`config.mk`:
```
export PLATFORM = sky130hd
export DESIGN_NAME = tlb_flat
export DESIGN_NICKNAME = d
export VERILOG_FILES = /design/src/rtl/tlb_pkg.sv /design/src/rtl/tlb_if.sv /design/src/rtl/tlb_match.sv /design/src/rtl/tlb.sv /design/src/flat_wrapper.sv
export SDC_FILE = /design/constraint.sdc
export NUM_CORES = 2
export LEC_CHECK = 0
export CORE_MARGIN = 4
export CORE_UTILIZATION = 31
export DETAILED_ROUTE_END_ITERATION = 7
export GPL_ROUTABILITY_DRIVEN = 0
export GPL_TIMING_DRIVEN = 0
export PLACE_DENSITY_LB_ADDON = 0.1
export SYNTH_ARGS = -nofsm -noshare
export SYNTH_HDL_FRONTEND = slang
export SYNTH_SLANG_ARGS = --single-unit
export TNS_END_PERCENT = 1
```
`constraint.sdc`:
```
create_clock -name clk -period 10.6 [get_ports clk]
set_clock_uncertainty 0.15 [all_clocks]
set_input_delay 2.12 -clock clk [delete_from_list [all_inputs] [get_ports clk]]
set_output_delay 2.12 -clock clk [all_outputs]
set_load 0.01 [all_outputs]
```
`src/rtl/tlb_pkg.sv`:
```
// tlb_pkg: MMU constants and the TLB entry layout shared by the TLB and the address translator
package tlb_pkg;
  localparam int TLBNUM = 16;
  localparam int VPN2W = 19;
  localparam int PFNW = 20;
  localparam int ASIDW = 8;
  localparam int CW = 3;
  localparam logic [CW-1:0] CACHED = 3'h3;
  typedef struct packed {
    logic [VPN2W-1:0] vpn2;
    logic [ASIDW-1:0] asid;
    logic g;
    logic [PFNW-1:0] pfn0;
    logic [CW-1:0] c0;
    logic d0;
    logic v0;
    logic [PFNW-1:0] pfn1;
    logic [CW-1:0] c1;
    logic d1;
    logic v1;
  } tlb_entry_t;
endpackage

```
`src/rtl/tlb_if.sv`:
```
// tlb_if: lookup ports s0/s1, shared asid, write port, read port and Wired/Random signals of the TLB
// master drives keys, writes, r_index and wired; slave (the TLB) returns lookup/read results and random
interface tlb_if import tlb_pkg::*; #(parameter int IDXW = 4);
  logic [VPN2W-1:0] s0_vpn2, s1_vpn2;
  logic s0_odd_page, s1_odd_page;
  logic s0_found, s1_found;
  logic [IDXW-1:0] s0_index, s1_index;
  logic [PFNW-1:0] s0_pfn, s1_pfn;
  logic [CW-1:0] s0_c, s1_c;
  logic s0_d, s1_d, s0_v, s1_v;
  logic [ASIDW-1:0] asid;
  logic we;
  logic [IDXW-1:0] w_index;
  logic [VPN2W-1:0] w_vpn2;
  logic [ASIDW-1:0] w_asid;
  logic w_g;
  logic [PFNW-1:0] w_pfn0, w_pfn1;
  logic [CW-1:0] w_c0, w_c1;
  logic w_d0, w_d1, w_v0, w_v1;
  logic [IDXW-1:0] r_index;
  logic [VPN2W-1:0] r_vpn2;
  logic [ASIDW-1:0] r_asid;
  logic r_g;
  logic [PFNW-1:0] r_pfn0, r_pfn1;
  logic [CW-1:0] r_c0, r_c1;
  logic r_d0, r_d1, r_v0, r_v1;
  logic [IDXW-1:0] wired, random;
  logic wired_we;
  modport master (
    output s0_vpn2, s0_odd_page, s1_vpn2, s1_odd_page, asid,
    output we, w_index, w_vpn2, w_asid, w_g, w_pfn0, w_c0, w_d0, w_v0, w_pfn1, w_c1, w_d1, w_v1,
    output r_index, wired, wired_we,
    input s0_found, s0_index, s0_pfn, s0_c, s0_d, s0_v,
    input s1_found, s1_index, s1_pfn, s1_c, s1_d, s1_v,
    input r_vpn2, r_asid, r_g, r_pfn0, r_c0, r_d0, r_v0, r_pfn1, r_c1, r_d1, r_v1, random
  );
  modport slave (
    input s0_vpn2, s0_odd_page, s1_vpn2, s1_odd_page, asid,
    input we, w_index, w_vpn2, w_asid, w_g, w_pfn0, w_c0, w_d0, w_v0, w_pfn1, w_c1, w_d1, w_v1,
    input r_index, wired, wired_we,
    output s0_found, s0_index, s0_pfn, s0_c, s0_d, s0_v,
    output s1_found, s1_index, s1_pfn, s1_c, s1_d, s1_v,
    output r_vpn2, r_asid, r_g, r_pfn0, r_c0, r_d0, r_v0, r_pfn1, r_c1, r_d1, r_v1, random
  );
endinterface

```
`src/rtl/tlb_match.sv`:
```
// tlb_match: one combinational lookup port -- compare all entries, lowest index wins, pick odd/even half
// in: ent_i (all entries), vpn2_i, odd_i, asid_i; out: found_o, index_o, pfn_o, c_o, d_o, v_o (zero on miss)
module tlb_match import tlb_pkg::*; #(
  parameter int TLBNUM = 16,
  parameter int IDXW = 4
) (
  input tlb_entry_t ent_i [TLBNUM],
  input logic [VPN2W-1:0] vpn2_i,
  input logic odd_i,
  input logic [ASIDW-1:0] asid_i,
  output logic found_o,
  output logic [IDXW-1:0] index_o,
  output logic [PFNW-1:0] pfn_o,
  output logic [CW-1:0] c_o,
  output logic d_o,
  output logic v_o
);
  tlb_entry_t sel;
  always_comb begin
    found_o = 1'b0;
    index_o = '0;
    // scanning downward lets the lowest matching index overwrite higher ones
    for (int i = TLBNUM - 1; i >= 0; i--)
      if (ent_i[i].vpn2 == vpn2_i && (ent_i[i].g || ent_i[i].asid == asid_i)) begin
        found_o = 1'b1;
        index_o = IDXW'(i);
      end
    sel = ent_i[index_o];
    pfn_o = !found_o ? '0 : odd_i ? sel.pfn1 : sel.pfn0;
    c_o = !found_o ? '0 : odd_i ? sel.c1 : sel.c0;
    d_o = found_o && (odd_i ? sel.d1 : sel.d0);
    v_o = found_o && (odd_i ? sel.v1 : sel.v0);
  end
endmodule

```
`src/rtl/tlb.sv`:
```
// tlb: TLBNUM-entry MIPS-style TLB with two combinational lookup ports, TLBWI/TLBWR write, TLBR read and CP0 Random
// ports: clk, resetn (sync, active-low), bus (tlb_if.slave: s0/s1 lookups, write, read, wired/wired_we/random)
module tlb import tlb_pkg::*; #(
  parameter int TLBNUM = tlb_pkg::TLBNUM,
  parameter int IDXW = 4
) (
  input logic clk,
  input logic resetn,
  tlb_if.slave bus
);
  localparam logic [IDXW-1:0] LAST = IDXW'(TLBNUM - 1);
  tlb_entry_t ent_q [TLBNUM];
  tlb_entry_t w_ent, r_ent;
  logic [IDXW-1:0] random_q, random_d;
  assign w_ent = '{vpn2: bus.w_vpn2, asid: bus.w_asid, g: bus.w_g,
                   pfn0: bus.w_pfn0, c0: bus.w_c0, d0: bus.w_d0, v0: bus.w_v0,
                   pfn1: bus.w_pfn1, c1: bus.w_c1, d1: bus.w_d1, v1: bus.w_v1};
  // wired beyond the last index cannot be reached by decrementing, so random parks at LAST
  assign random_d = (bus.wired_we || random_q == bus.wired || bus.wired > LAST) ? LAST : random_q - 1'b1;
  always_ff @(posedge clk)
    if (!resetn) begin
      random_q <= LAST;
      for (int i = 0; i < TLBNUM; i++) begin
        ent_q[i].v0 <= 1'b0;
        ent_q[i].v1 <= 1'b0;
        ent_q[i].g <= 1'b0;
      end
    end else begin
      random_q <= random_d;
      if (bus.we) ent_q[bus.w_index] <= w_ent;
    end
  assign bus.random = random_q;
  assign r_ent = ent_q[bus.r_index];
  assign {bus.r_vpn2, bus.r_asid, bus.r_g, bus.r_pfn0, bus.r_c0, bus.r_d0, bus.r_v0,
          bus.r_pfn1, bus.r_c1, bus.r_d1, bus.r_v1} = r_ent;
  tlb_match #(.TLBNUM(TLBNUM), .IDXW(IDXW)) u_s0 (
    .ent_i(ent_q), .vpn2_i(bus.s0_vpn2), .odd_i(bus.s0_odd_page), .asid_i(bus.asid),
    .found_o(bus.s0_found), .index_o(bus.s0_index), .pfn_o(bus.s0_pfn),
    .c_o(bus.s0_c), .d_o(bus.s0_d), .v_o(bus.s0_v)
  );
  tlb_match #(.TLBNUM(TLBNUM), .IDXW(IDXW)) u_s1 (
    .ent_i(ent_q), .vpn2_i(bus.s1_vpn2), .odd_i(bus.s1_odd_page), .asid_i(bus.asid),
    .found_o(bus.s1_found), .index_o(bus.s1_index), .pfn_o(bus.s1_pfn),
    .c_o(bus.s1_c), .d_o(bus.s1_d), .v_o(bus.s1_v)
  );
endmodule

```
`src/flat_wrapper.sv`:
```
// flat-port wrapper written by rule: the top's interface ports become plain ports
module tlb_flat import tlb_pkg::*;
#(
  parameter int TLBNUM = tlb_pkg::TLBNUM,
  parameter int IDXW = 4
)
  (clk, resetn, bus_s0_vpn2, bus_s0_odd_page, bus_s1_vpn2, bus_s1_odd_page, bus_asid, bus_we, bus_w_index, bus_w_vpn2, bus_w_asid, bus_w_g, bus_w_pfn0, bus_w_c0, bus_w_d0, bus_w_v0, bus_w_pfn1, bus_w_c1, bus_w_d1, bus_w_v1, bus_r_index, bus_wired, bus_wired_we, bus_s0_found, bus_s0_index, bus_s0_pfn, bus_s0_c, bus_s0_d, bus_s0_v, bus_s1_found, bus_s1_index, bus_s1_pfn, bus_s1_c, bus_s1_d, bus_s1_v, bus_r_vpn2, bus_r_asid, bus_r_g, bus_r_pfn0, bus_r_c0, bus_r_d0, bus_r_v0, bus_r_pfn1, bus_r_c1, bus_r_d1, bus_r_v1, bus_random);
  tlb_if #(.IDXW(IDXW)) bus_i ();
  input logic clk;
  input logic resetn;
  input wire logic [$bits(bus_i.s0_vpn2)-1:0] bus_s0_vpn2;
  input wire logic [$bits(bus_i.s0_odd_page)-1:0] bus_s0_odd_page;
  input wire logic [$bits(bus_i.s1_vpn2)-1:0] bus_s1_vpn2;
  input wire logic [$bits(bus_i.s1_odd_page)-1:0] bus_s1_odd_page;
  input wire logic [$bits(bus_i.asid)-1:0] bus_asid;
  input wire logic [$bits(bus_i.we)-1:0] bus_we;
  input wire logic [$bits(bus_i.w_index)-1:0] bus_w_index;
  input wire logic [$bits(bus_i.w_vpn2)-1:0] bus_w_vpn2;
  input wire logic [$bits(bus_i.w_asid)-1:0] bus_w_asid;
  input wire logic [$bits(bus_i.w_g)-1:0] bus_w_g;
  input wire logic [$bits(bus_i.w_pfn0)-1:0] bus_w_pfn0;
  input wire logic [$bits(bus_i.w_c0)-1:0] bus_w_c0;
  input wire logic [$bits(bus_i.w_d0)-1:0] bus_w_d0;
  input wire logic [$bits(bus_i.w_v0)-1:0] bus_w_v0;
  input wire logic [$bits(bus_i.w_pfn1)-1:0] bus_w_pfn1;
  input wire logic [$bits(bus_i.w_c1)-1:0] bus_w_c1;
  input wire logic [$bits(bus_i.w_d1)-1:0] bus_w_d1;
  input wire logic [$bits(bus_i.w_v1)-1:0] bus_w_v1;
  input wire logic [$bits(bus_i.r_index)-1:0] bus_r_index;
  input wire logic [$bits(bus_i.wired)-1:0] bus_wired;
  input wire logic [$bits(bus_i.wired_we)-1:0] bus_wired_we;
  output wire logic [$bits(bus_i.s0_found)-1:0] bus_s0_found;
  output wire logic [$bits(bus_i.s0_index)-1:0] bus_s0_index;
  output wire logic [$bits(bus_i.s0_pfn)-1:0] bus_s0_pfn;
  output wire logic [$bits(bus_i.s0_c)-1:0] bus_s0_c;
  output wire logic [$bits(bus_i.s0_d)-1:0] bus_s0_d;
  output wire logic [$bits(bus_i.s0_v)-1:0] bus_s0_v;
  output wire logic [$bits(bus_i.s1_found)-1:0] bus_s1_found;
  output wire logic [$bits(bus_i.s1_index)-1:0] bus_s1_index;
  output wire logic [$bits(bus_i.s1_pfn)-1:0] bus_s1_pfn;
  output wire logic [$bits(bus_i.s1_c)-1:0] bus_s1_c;
  output wire logic [$bits(bus_i.s1_d)-1:0] bus_s1_d;
  output wire logic [$bits(bus_i.s1_v)-1:0] bus_s1_v;
  output wire logic [$bits(bus_i.r_vpn2)-1:0] bus_r_vpn2;
  output wire logic [$bits(bus_i.r_asid)-1:0] bus_r_asid;
  output wire logic [$bits(bus_i.r_g)-1:0] bus_r_g;
  output wire logic [$bits(bus_i.r_pfn0)-1:0] bus_r_pfn0;
  output wire logic [$bits(bus_i.r_c0)-1:0] bus_r_c0;
  output wire logic [$bits(bus_i.r_d0)-1:0] bus_r_d0;
  output wire logic [$bits(bus_i.r_v0)-1:0] bus_r_v0;
  output wire logic [$bits(bus_i.r_pfn1)-1:0] bus_r_pfn1;
  output wire logic [$bits(bus_i.r_c1)-1:0] bus_r_c1;
  output wire logic [$bits(bus_i.r_d1)-1:0] bus_r_d1;
  output wire logic [$bits(bus_i.r_v1)-1:0] bus_r_v1;
  output wire logic [$bits(bus_i.random)-1:0] bus_random;
  assign bus_i.s0_vpn2 = bus_s0_vpn2;
  assign bus_i.s0_odd_page = bus_s0_odd_page;
  assign bus_i.s1_vpn2 = bus_s1_vpn2;
  assign bus_i.s1_odd_page = bus_s1_odd_page;
  assign bus_i.asid = bus_asid;
  assign bus_i.we = bus_we;
  assign bus_i.w_index = bus_w_index;
  assign bus_i.w_vpn2 = bus_w_vpn2;
  assign bus_i.w_asid = bus_w_asid;
  assign bus_i.w_g = bus_w_g;
  assign bus_i.w_pfn0 = bus_w_pfn0;
  assign bus_i.w_c0 = bus_w_c0;
  assign bus_i.w_d0 = bus_w_d0;
  assign bus_i.w_v0 = bus_w_v0;
  assign bus_i.w_pfn1 = bus_w_pfn1;
  assign bus_i.w_c1 = bus_w_c1;
  assign bus_i.w_d1 = bus_w_d1;
  assign bus_i.w_v1 = bus_w_v1;
  assign bus_i.r_index = bus_r_index;
  assign bus_i.wired = bus_wired;
  assign bus_i.wired_we = bus_wired_we;
  assign bus_s0_found = bus_i.s0_found;
  assign bus_s0_index = bus_i.s0_index;
  assign bus_s0_pfn = bus_i.s0_pfn;
  assign bus_s0_c = bus_i.s0_c;
  assign bus_s0_d = bus_i.s0_d;
  assign bus_s0_v = bus_i.s0_v;
  assign bus_s1_found = bus_i.s1_found;
  assign bus_s1_index = bus_i.s1_index;
  assign bus_s1_pfn = bus_i.s1_pfn;
  assign bus_s1_c = bus_i.s1_c;
  assign bus_s1_d = bus_i.s1_d;
  assign bus_s1_v = bus_i.s1_v;
  assign bus_r_vpn2 = bus_i.r_vpn2;
  assign bus_r_asid = bus_i.r_asid;
  assign bus_r_g = bus_i.r_g;
  assign bus_r_pfn0 = bus_i.r_pfn0;
  assign bus_r_c0 = bus_i.r_c0;
  assign bus_r_d0 = bus_i.r_d0;
  assign bus_r_v0 = bus_i.r_v0;
  assign bus_r_pfn1 = bus_i.r_pfn1;
  assign bus_r_c1 = bus_i.r_c1;
  assign bus_r_d1 = bus_i.r_d1;
  assign bus_r_v1 = bus_i.r_v1;
  assign bus_random = bus_i.random;
  tlb #(.TLBNUM(TLBNUM), .IDXW(IDXW)) u_core (.clk(clk), .resetn(resetn), .bus(bus_i));
endmodule
```
# Yosys cells after proc, flatten, opt, wreduce, memory -nomap -nowiden

Index checks and enable logic that the tools add are counted.

Bits in registers: 1252
Logic and storage cells: 383
Input port bits: 142
Output and inout port bits: 142

Multiplexer cells: 88
Order comparisons: 6
Reduce and logical (&&, ||, !) cells: 57
Add/subtract/negate cells: 1
Bitwise gates (word level): 5
Equality and inequality tests: 49

Operator list:

| operator            | number |
|---|---|
| $bwmux 1248         | 1 |
| $bmux 78 s4         | 3 |
| $eq 19x19->1        | 32 |
| $demux 78 s4        | 1 |
| $mux 78             | 3 |
| $mux 50             | 4 |
| $eq 8x8->1          | 16 |
| $mux 4              | 32 |
| $mux 20             | 4 |
| $logic_and 1x1->1   | 37 |
| $mux 1              | 36 |
| $ge 5x5->1 const B  | 4 |
| $not 4->5           | 4 |
| $logic_or 1x1->1    | 18 |
| $mux 3              | 4 |
| $lt 5x1->1 const B  | 1 |
| $eq 4x4->1          | 1 |
| $gt 4x4->1 const B  | 1 |
| $sub 4x1->4 const B | 1 |
| $reduce_and 2->1    | 1 |
| $reduce_or 2->1     | 1 |
| $not 1->1           | 1 |

# Depth between registers and ports, before layout

Word-level depth: 25
Gate-level depth with buffers: 17
Mapped depth without buffers: 12

# Modules after synthesis

From an unflattened synthesis, not the netlist that was laid out.

Cell total of the unflattened synthesis: 6024
Area, all modules: 72365.7 sq um

Modules (own cells, without submodules):

| module    | cells an instance | area an instance (sq um) | instances | sequential area each (sq um) |
|---|---|---|---|---|
| tlb       | 2134              | 47494.3                  | 1         | 37075.6 |
| tlb_match | 1945              | 12435.7                  | 2         | 0.0 |

# Worst setup path after synthesis

No wires, ideal clock.

Path kind: input to register
Start: in bus_w_index[1]
End: reg u_core.ent_q[157] in the netlist's numbering, enable pin
Slack: 2.268 ns
Cell stages on the path: 2
Arrival: 7.582 ns
Path buffers: 0
Required time: 9.850 ns
Setup time: 0.600 ns
Cell sequence: nand3b_1 > nor3_1

RTL lines:

| element                       | line               | text |
|---|---|---|
| start, declared               | flat_wrapper.sv:17 | `input wire logic [$bits(bus_i.w_index)-1:0] bus_w_index;` |
| end signal, assigned by index | tlb.sv:30          | `if (bus.we) ent_q[bus.w_index] <= w_ent;` |
| end, declared                 | tlb.sv:12          | `tlb_entry_t ent_q [TLBNUM];` |

# Worst setup path in the final report

Start: in bus_s0_vpn2[3]
End: out bus_s0_pfn[17]

Longest elaborated chain between the ends: 24
Elaborated cells between the ends (all ways): 70
Those cells by class: eq/ne: 16; mux: 37; bitwise: 1; reduce/logical: 16

Ends and longest elaborated chain:

| element                                    | line               | text |
|---|---|---|
| start, declared                            | flat_wrapper.sv:11 | `input wire logic [$bits(bus_i.s0_vpn2)-1:0] bus_s0_vpn2;` |
| $eq 19x19->1                               | tlb_match.sv:24    | `if (ent_i[i].vpn2 == vpn2_i && (ent_i[i].g \|\| ent_i[i].asid == asid_i)) begin` |
| $logic_and 1x1->1                          | tlb_match.sv:24    |  |
| $mux 4 (16 in a row)                       | tlb_match.sv:24    |  |
| $not 4->5 (implied by the code)            | tlb_match.sv:28    | `sel = ent_i[index_o];` |
| $bmux 78 s4                                | tlb_match.sv:28    |  |
| $mux 50 (implied by the code) (2 in a row) | tlb_match.sv:28    |  |
| $mux 20                                    | tlb_match.sv:29    | `pfn_o = !found_o ? '0 : odd_i ? sel.pfn1 : sel.pfn0;` |
| $mux 20 (*)                                | tlb_match.sv:29    |  |
| end, declared                              | flat_wrapper.sv:34 | `output wire logic [$bits(bus_i.s0_pfn)-1:0] bus_s0_pfn;` |

Mark *: on every way between the ends. The rest lies on a longest branch, timed or not. The select of a mux whose other input is x is not followed.

==> summary.txt <==
Synth
  – Ranking of synthesized cells by area: sky130_fd_sc_hd__edfxtp_1, sky130_fd_sc_hd__mux4_2, sky130_fd_sc_hd__mux2i_1
  – Number of synthesized register bits: approximately 1300
  – Total of warnings raised by yosys: 0
  – Sequential area share after synthesis: a little over half
  – Synth top area share: 51.4%
  – Mean cell area of the mapped netlist: 13.4 um^2
  – Share of synthesized registers carrying an async set or reset: 0%
  – Yosys top cell by area: sky130_fd_sc_hd__edfxtp_1
  – Total nets after synthesis: 5375
  – Post-synthesis instance area: 0.0702 mm^2
  – Predominant post-synthesis flop cell: sky130_fd_sc_hd__edfxtp_1
  – Number of library cell types mapped by synthesis: 52
  – Cell with the most instances after synthesis: sky130_fd_sc_hd__edfxtp_1
  – Post-synthesis cell count: about 5200
  – EDFF count, synth: 1200
  – Most frequent cells after synthesis: sky130_fd_sc_hd__edfxtp_1, sky130_fd_sc_hd__mux2i_1, sky130_fd_sc_hd__nand2_1

Timing
  – Fin. max-slew vios: between 50 and 60
  – Number of failing hold endpoints at the final stage: 0
  – Transition time at the pin with the least slew margin: 1.65 ns
  – Worst Slack Setup Final: -0.572 ns
  – Slew HR: -10.1%
  – Fin Setup TNS: -13.01 ns
  – Number of failing setup endpoints in the final timing report: 50
  – Tmin final: between 10 and 15 ns
  – Setup repair after global routing missed its margin: yes
  – Post-route fraction of the period consumed by the critical path: 105%
  – Highest Clock Rate: 0.0895 GHz

Drt
  – Number of optimization iterations in the first detailed-route pass: 7
  – Drt via density: approximately 6.2
  – Post-route DRC violation count: 0
  – Antenna Violating Nets Remaining: 0
  – Total Routed Length: between 300000 and 400000 um
  – Via count: ~55000
  – Starting DRT DRC Count: about 9300
  – Average wire per standard cell: ~42 um

Placed design
  – Detailed placer's ending HPWL: around 280000 um
  – DP Worst Slack: -1.51 ns
  – Number of port buffers: 233
  – Placed standard-cell area: a little under 0.08 mm^2

Job
  – Max Cap Violations: 5

Critical path
  – Worst setup EP type: primary output
  – Type of element launching the critical path: input pin
  – Endpoint arrival time on the critical path: between 8 and 9 ns
  – Worst Setup Path Type: input pin to primary output
  – Data required time at the worst endpoint: 8.33 ns
  – Crit path max fanout: 10

Outcome
  – Outcome: complete, but fails checks
  – Failing checks: max-capacitance violations, max-slew violations, negative setup slack

CTS
  – TritonCTS buffer count: ~150
  – Clock transition at the registers of the reported paths: approximately 0.06 ns
  – Maximum level of the CTS H-tree: 4
  – Maximum root-to-sink buffer count: 3
  – Cts-stage hold buffer count: 0
  – Root buffer cell: sky130_fd_sc_hd__clkbuf_16
  – Clock insertion delay at the later pin of the skew report: a little over 0.8 ns
  – CTS tree: done
  – Sink Count: 1252

GRT
  – GRT Total Usage: a little over 30%
  – Residual overflow from global routing: 0
  – Number of global-route vias before repair: ~52000
  – Initial antenna violation count: 64
  – Largest net degree at the start of global routing: 35
  – Global-route wire length before repair: approximately 490000 um

Floorplan
  – Core area: approximately 0.22 mm^2
  – Horizontal die dimension: approximately 480 um
  – Die height: slightly below 500 um
  – Total die area: 0.234 mm^2
  – Initial core utilization: roughly 31%
  – Floorplan row count: between 150 and 200
  – Number of I/O pins: approximately 280

Hold path
  – Min-delay worst type: flop to flop

Final layout
  – Post-route design area: roughly 0.084 mm^2
  – NumNets Final: 5926
  – Area growth syn-to-layout: 19.5%
  – Final core utilization: a little under two fifths
  – Layout cell share with drive strength beyond 1: about a fifth

Power and ir drop
  – Leakage power: 0.0294 uW
  – Power Dens Cells: between 100 and 150 mW/mm^2
  – Final Total Pwr: 11800 uW
  – VDD IR-drop max: approximately 0.18 mV
what timing repair did:
item | 4_1_cts | 5_1_grt
endpoints found under the setup margin | 49 | 46
setup buffers | 0 | 0
resized for setup | 89 | 45
pin swaps | 2 | 5
sequential cells by signal, indices dropped and copies added (netlist names):
register,flops
u_core.bus.random,4
u_core.ent_q,1248
worst paths after layout:
kind	depth (start not counted)	slack [ns]	from	end
worst max register to register	4	9.23	u_core.bus.random[0]	u_core.bus.random[3]
worst max-delay path	16	-0.57	bus_s0_vpn2[3]	bus_s0_pfn[17]
worst min register to register	1	0.30	u_core.bus.random[0]	u_core.bus.random[0]
worst min-delay path	1	0.30	u_core.bus.random[0]	u_core.bus.random[0]
power by group:
group	switching [uW]	internal (uW)	total (uW)
logic	630	401	1030
clock network	2240	2950	5190
registers	52.9	5480	5540
total	2920	8840	11800
layout by cell type (no fill, tap or decap), types with 33 or more instances in the layout:
cell type                         instances
sky130_fd_sc_hd__nor2_1                 123
sky130_fd_sc_hd__dfxtp_1                 52
sky130_fd_sc_hd__nor3_1                  33
sky130_fd_sc_hd__clkbuf_16              155
sky130_fd_sc_hd__clkbuf_2                62
sky130_fd_sc_hd__edfxtp_1              1200
sky130_fd_sc_hd__clkbuf_1               136
sky130_fd_sc_hd__o21ai_0                 35
sky130_fd_sc_hd__clkdlybuf4s50_1        233
sky130_fd_sc_hd__buf_2                  163
sky130_fd_sc_hd__mux2i_1                666
sky130_fd_sc_hd__a21oi_1                229
sky130_fd_sc_hd__a221oi_1                51
sky130_fd_sc_hd__nand4_1                193
sky130_fd_sc_hd__nand3_1                191
sky130_fd_sc_hd__diode_2                 39
sky130_fd_sc_hd__xor2_1                 420
sky130_fd_sc_hd__nor4_1                  98
sky130_fd_sc_hd__mux4_2                 390
sky130_fd_sc_hd__a32oi_1                 50
sky130_fd_sc_hd__nand2_1                561
sky130_fd_sc_hd__clkinv_1                33
sky130_fd_sc_hd__xnor2_1                322
sky130_fd_sc_hd__buf_4                   62
sky130_fd_sc_hd__buf_6                  110
layout make-up:
type                       instances  area, um^2
antenna                           39        97.6
buffer                           411        2130
clock buffer                     190        4010
clock inverter                    87         759
fill                           21500      141000
inverter                          12        45.0
multi-input combinational       3554       31400
sequential                      1252       37100
tap                             2992        3740
timing repair buffer             399        4540
critical path, cell delays in order:
cell and delay [ns]:
sky130_fd_sc_hd__buf_2 0.22, sky130_fd_sc_hd__buf_2 0.39, sky130_fd_sc_hd__xor2_1 0.27, sky130_fd_sc_hd__nor4_1 0.79
sky130_fd_sc_hd__nand4_1 0.36, sky130_fd_sc_hd__nor3_1 0.57, sky130_fd_sc_hd__nor2_1 0.19, sky130_fd_sc_hd__o21a_1 0.16
sky130_fd_sc_hd__o21ai_1 0.55, sky130_fd_sc_hd__nor2b_1 0.20, sky130_fd_sc_hd__buf_2 0.50, sky130_fd_sc_hd__buf_1 0.88
sky130_fd_sc_hd__a21oi_1 0.18, sky130_fd_sc_hd__nand4_1 0.56, sky130_fd_sc_hd__nand4_1 0.33, sky130_fd_sc_hd__clkdlybuf4s50_1 0.59
metal layers:
layer,vias to the layer above,wire [um],part of all wire [%],global-route usage (%)
met2,4441,154000,41,43.4
met3,902,49600,13,11.8
met1,28700,155000,41,42.8
li1,21400,-,-,-
met5,-,105,0.028,0
met4,16,19600,5.2,14.1
through the flow:
step                instances  hold slack [ns]
floorplan                5232            0.296
global placement         8457            0.289
detailed placement       8621            0.280
CTS                      8897            0.295
global route             8903            0.317
finish                   8936            0.296
kinds of logic after synthesis:
logic type               synth area share [%]
AO/OA/AOI/OAI                            4.35
XOR/XNOR                                 9.26
adder cells (fa/ha/maj)                0.0178
buffers and inverters                    2.92
flip-flops                               52.9
multiplexers                             22.0
AND/OR/NAND/NOR                          8.58
Note: power is estimated with default switching activity, not from simulation.
